### src/rtl/addsub_seq.sv
// addsub_seq: multi-word add/subtract sequencer driving one external 32-bit adder (optional ADDSEQ_OVERFLOW_EN)
module addsub_seq #(
    parameter int WORDS = 4
) (
    input  logic                clk,
    input  logic                rst,
    input  logic                start,
    input  logic                op,
    input  logic                cin,
    input  logic [32*WORDS-1:0] a,
    input  logic [32*WORDS-1:0] b,
    output logic                ready,
    output logic                busy,
    output logic                done,
    output logic [32*WORDS-1:0] result,
    output logic                cout,
    output logic                ovf,
    output logic [31:0]         add_a,
    output logic [31:0]         add_b,
    output logic                add_cin,
    input  logic [31:0]         add_sum,
    input  logic                add_cout
);
    typedef enum logic [1:0] {IDLE, RUN, DONE} state_t;
    state_t state;
    logic [32*WORDS-1:0] a_r, b_r;
    logic op_r, carry;
    logic [2:0] idx;
    logic [31:0] b_w;
    assign add_a = a_r[idx*32 +: 32];
    assign b_w = b_r[idx*32 +: 32];
    assign add_b = op_r ? ~b_w : b_w;
    assign add_cin = carry;
`ifndef ADDSEQ_OVERFLOW_EN
    assign ovf = 1'b0;
`endif
    // sequencer: latch operands, step one word per cycle, chain carry, assemble result
    always_ff @(posedge clk or posedge rst) begin
        if (rst) begin
            state  <= IDLE;
            ready  <= 1'b1;
            busy   <= 1'b0;
            done   <= 1'b0;
            result <= '0;
            cout   <= 1'b0;
`ifdef ADDSEQ_OVERFLOW_EN
            ovf    <= 1'b0;
`endif
            a_r    <= '0;
            b_r    <= '0;
            op_r   <= 1'b0;
            carry  <= 1'b0;
            idx    <= '0;
        end else if (state == RUN) begin
            result[idx*32 +: 32] <= add_sum;
            carry <= add_cout;
            if (idx == 3'(WORDS - 1)) begin
                cout  <= add_cout;
`ifdef ADDSEQ_OVERFLOW_EN
                ovf   <= (add_a[31] == add_b[31]) && (add_sum[31] != add_a[31]);
`endif
                idx   <= '0;
                state <= DONE;
                ready <= 1'b1;
                busy  <= 1'b0;
                done  <= 1'b1;
            end else begin
                idx <= idx + 3'd1;
            end
        end else if (start) begin
            a_r    <= a;
            b_r    <= b;
            op_r   <= op;
            carry  <= op ? 1'b1 : cin;
            idx    <= '0;
            result <= '0;
            cout   <= 1'b0;
`ifdef ADDSEQ_OVERFLOW_EN
            ovf    <= 1'b0;
`endif
            state  <= RUN;
            ready  <= 1'b0;
            busy   <= 1'b1;
            done   <= 1'b0;
        end else begin
            state <= IDLE;
            done  <= 1'b0;
        end
    end
endmodule

### config.mk
export PLATFORM = sky130hd
export DESIGN_NAME = addsub_seq
export DESIGN_NICKNAME = d
export VERILOG_FILES = /design/src/rtl/addsub_seq.sv
export SDC_FILE = /design/constraint.sdc
export NUM_CORES = 1
export LEC_CHECK = 0
export ABC_AREA = 1
export CAP_MARGIN = 20
export CORE_MARGIN = 2
export CORE_UTILIZATION = 40
export DETAILED_ROUTE_END_ITERATION = 7
export GPL_ROUTABILITY_DRIVEN = 0
export GPL_TIMING_DRIVEN = 0
export PLACE_DENSITY = 0.76
export SYNTH_ARGS = -nofsm -noshare
export SYNTH_HDL_FRONTEND = slang
export SYNTH_SLANG_ARGS = --single-unit
### constraint.sdc
create_clock -name clk -period 50.1 [get_ports clk]
set_clock_uncertainty 0.2 [all_clocks]
set_input_delay 15.03 -clock clk [delete_from_list [all_inputs] [get_ports clk]]
set_output_delay 15.03 -clock clk [all_outputs]
set_load 0.02 [all_outputs]
**Word level (Yosys, flattened, before mapping)**

Cells that the tools add are included.

- Bits in registers: 395
- Output and inout port bits: 198
- Logic and storage cells: 47
- Bits of input ports: 294

- Equal/unequal tests: 3
- $add $sub $neg: 2
- Reduce and logical (&&, ||, !) cells: 3
- Shift operators: 4
- Bitwise operators: 2
- Mux-type cells: 22

Operators by type and width:

| operator | count |
|---|---|
| two-way mux 128 bit | 2 |
| indexed part select 128 x 9 -> 32 bit | 2 |
| bitwise mux 128 bit | 1 |
| variable shift 32 x 34 -> 128 bit, first input constant | 1 |
| indexed part select 32 x 34 -> 128 bit | 1 |
| negation 8 -> 34 bit | 1 |
| two-way mux 32 bit | 1 |
| inverter 32 bit | 1 |
| two-way mux 1 bit | 13 |
| two-way mux 3 bit | 3 |
| two-way mux 2 bit | 2 |
| AND reduction 2 bit | 2 |
| adder 3 x 1 -> 3 bit, second input constant | 1 |
| equality test 3 x 2 -> 1 bit, second input constant | 1 |
| equality test 2 x 1 -> 1 bit, second input constant | 1 |
| != test 2 x 1 -> 1 bit, second input constant | 1 |
| nonzero test 2 bit | 1 |
| inverter 1 bit | 1 |

**Longest topological paths before layout**

- Word-level depth: 4
- Gate-level depth with buffers: 12
- Mapped depth without buffers: 9

**Worst setup path after synthesis**

No wires, ideal clock.

- Kind: reg-to-output
- Start: register idx[0]
- End: output port add_a[10]
- Cell stages (with the launch flop): 7
- Arrival time: 1.400 ns
- Setup slack: 33.470 ns
- Required time: 34.870 ns
- Path buffers: 3
- Cells stage by stage: dfrtp_1 > buf_2 > buf_2 > clkbuf_1 > nand2_1 > o211ai_1 > a21oi_1

- Longest elaborated chain between the ends: 1

RTL lines:

| element | line | text |
|---|---|---|
| start, declared | 28 | `logic [2:0] idx;` |
| start signal, assigned | 68 | `idx <= idx + 3'd1;` |
| indexed part select 128 x 9 -> 32 bit | 30 | `assign add_a = a_r[idx*32 +: 32];` |
| end, declared | 18 | `output logic [31:0] add_a,` |

No other way between the ends.

**Worst setup path in the final report**

- Start: register idx[0]
- End: output port add_a[9]

Same word-level chain as after synthesis.

==> run_results.csv <==
group,metric,value,unit
timing,setup_viol,0,
global_route,overflow,0,
cts,cts_tree,"done",
power_and_ir_drop,power_frac_clock,20.3,%
yosys,syn_area_per_cell,7.96,um2
yosys,synth-xor-area-share,0,%
cts,clockRootBuffer,"clkbuf_16",
detailed_routing,wl_met2,32400,um
timing,tightest_slew,0.738,ns
layout,area_delta_synth_final,39.4,%
detailed_routing,dr_total_vias,18200,
global_route,grt_pass1_vias,18200,
worst_setup_path,cp-end-kind,"output port",
cts,insertion_delay,0.55,ns
yosys,yosys.area_share.simple,22.4,%
timing,finalWorstSetupSlack,31.88,ns
yosys,ys_ff_latch,394,
yosys,synthTopCellsByArea,"dfrtp_1 54%, nand2_1 17%, o21ai_0 7.9%, inv_1 5.1%, nand3_1 4.9%",
yosys,ys_types,25,
timing,finalMaxSlewViolations,0,
yosys,yosysSeqAreaShare,54.4,%
detailed_routing,via_per_inst,5.28,
cts,cts_resized,0,
worst_setup_path,crit_type,"reg -> out",
layout,final_core_utilization,56.1,%
power_and_ir_drop,p_comb_share,49.3,%
global_route,antenna_found_initial,5,
cts,clkSinkCount,394,
global_route,grt_pass1_wl,105000,um
detailed_routing,drc,0,
yosys,synthArstFlopShare,100,%
timing,rsz0062_at_grt,"no",
worst_setup_path,cp_max_fo,10,
die,die_w,217,um
die,die_y,217,um
yosys,yosys.area_share.adder,0.345,%
worst_setup_path,startpoint,"idx[0]",
power_and_ir_drop,p_sw_share,42.9,%
detailed_routing,dr_wl_met3,5520,um
cts,clock_path_buffers,3,
power_and_ir_drop,power_leakage,12.1,nW
power_and_ir_drop,pwr-share-seq,30.5,%
timing,fin_crit,18.22,ns
cts,post_cts_buffers,0,
global_route,grt_max_degree,136,
die,core_area,0.0451,mm2
worst_setup_path,required,34.87,ns
cts,cts_made_buffers,44,
detailed_routing,drt-initial-drc-count,1796,
timing,period_share,36.4,%
yosys,synth_fp_nets,2578,
power_and_ir_drop,p_per_area,62.9,mW/mm2
die,rows,78,
yosys,synth_top_family_by_area,"simple AND/OR/NAND/NOR gates",
timing,hold_violations,0,
yosys,synth_top_area_share,54.2,%
yosys,yosysTopAreaCell,"dfrtp_1",
power_and_ir_drop,intPower,0.909,mW
yosys,yosysMostFrequentCell,"nand2_1",
timing,max_slew_margin,50.8,%
min_path,hold_start,"a_r[30]",
placement,numPortBuffers,490,
run,drv_cap,0,
power_and_ir_drop,ir_drop,0.0000416,V
timing,tns,0,ns
layout,drive_above_1_share,6.29,%
detailed_routing,highest_layer,"met5",
detailed_routing,wl,69400,um
yosys,synth_commonest_cells,"818 x nand2_1, 393 x dfrtp_1, 285 x o21ai_0",
layout,nets,3117,
worst_setup_path,start_kind,"register",
yosys,synthMuxAreaShare,0,%
detailed_routing,drt_first_pass_iters,6,
cts,holdBufCountCts,0,
timing,fmax,54.9,MHz
yosys,synthFlopType,"dfrtp_1",
yosys,syn_area,0.0181,mm2
detailed_routing,wirelength_met1,28100,um
detailed_routing,antenna_left,0,
placement,hpwl,52100,um
global_route,grtUsageTotal,29.0,%
die,pin_count,492,
run_status,status,"finished clean",
cts,cts_max_level,2,
worst_setup_path,arrival,2.99,ns
detailed_routing,wl_per_cell,20.1,um
yosys,synth_compound_area_share,13.2,%
power_and_ir_drop,p_switching,0.683,mW
yosys,synth_edf_count,0,
cts,clk_pin_slew_worst_paths,0.06,ns
die,die_area,0.0471,mm2
placement,dp_slack,32.43,ns
worst_setup_path,worstReg2RegStart,"idx[2]",
yosys,ys_warn_count,0,
min_path,hold_class,"reg -> reg",
die,start_util,40.2,%
yosys,synthCells,2279,
[state kept, by name (all words and copies together) (netlist names), 3 cells and up]
register and flops:
a_r 128, b_r 128, idx 3, result 128
[per-layer routing]
| layer | up-vias | GRT usage (%) |
|---|---|---|
| met5 | - | 0 |
| met4 | 2 | 13.6 |
| met3 | 194 | 4.79 |
| met2 | 979 | 47.6 |
| met1 | 8768 | 37.5 |
| li1 | 8277 | - |
[path summary, 6_finish.rpt]
path | end | slack, ns | cells past startpoint
min in group asynchronous | a_r[3] | 14.66 | 2
max in group asynchronous | result[50] | 33.69 | 4
setup / recovery | add_a[9] | 31.88 | 7
hold reg to reg | a_r[30] | 0.27 | 2
hold / removal | a_r[30] | 0.27 | 2
setup reg to reg | result[73] | 47.13 | 11
[layout by cell type (no fill, tap or decap), drive strengths merged, types with 4 or more instances in the layout]
master / count
ha: 5
o211ai: 45
a21oi: 64
buf: 108
clkdlybuf4s50: 490
nand2: 821
nand3: 182
nor2: 9
clkbuf: 119
inv: 254
o21ai: 342
dfrtp: 393
diode: 4
[power by group through the flow]
| stage | Combinational, mW | Sequential [mW] | Clock [mW] |
|---|---|---|---|
| after CTS | 0.777 | 0.484 | 0.325 |
| after global placement | 0.754 | 0.486 | 0 |
| after global routing | 0.852 | 0.496 | 0.337 |
| after floorplan | 0.426 | 0.499 | 0 |
| final | 0.784 | 0.485 | 0.322 |
| after detailed placement | 0.771 | 0.489 | 0 |
[final cells by class]
cell class,instances,area (um2)
multi-input cells,1472,6530
diodes,4,10.0
flip-flops and latches,394,9860
inverters,254,961
repair buffers,493,4990
clock inverters,9,128
well taps,600,751
plain buffers,159,803
clock buffers,65,1270
fillers,4071,19800
[worst max-delay path, stage by stage, from the launching register on]
cell,delay (ns)
dfrtp_1,0.38
buf_2,0.23
buf_2,0.31
clkbuf_1,0.51
nand2_1,0.15
o211ai_1,0.13
a21oi_1,0.11
clkdlybuf4s50_1,0.59
[kinds of logic (layout without fill, tap and decap cells)]
kind of cell	Yosys count	count (layout)
buf+inv	413	980
flops	394	394
compound gates	454	454
simple gates	1012	1012
other cells	1	5
fa+ha+maj	5	5
[metrics by stage]
step	power [mW]	instance area [um2]	std cells	hold WS [ns]
after global routing	1.68	25300	3450	0.293
final	1.59	25300	3450	0.273
after floorplan	0.925	18100	2279	0.244
after global placement	1.24	23800	3369	0.255
after detailed placement	1.26	23900	3372	0.260
after CTS	1.59	25300	3446	0.277
No activity file was read; power rests on OpenSTA's default activity.
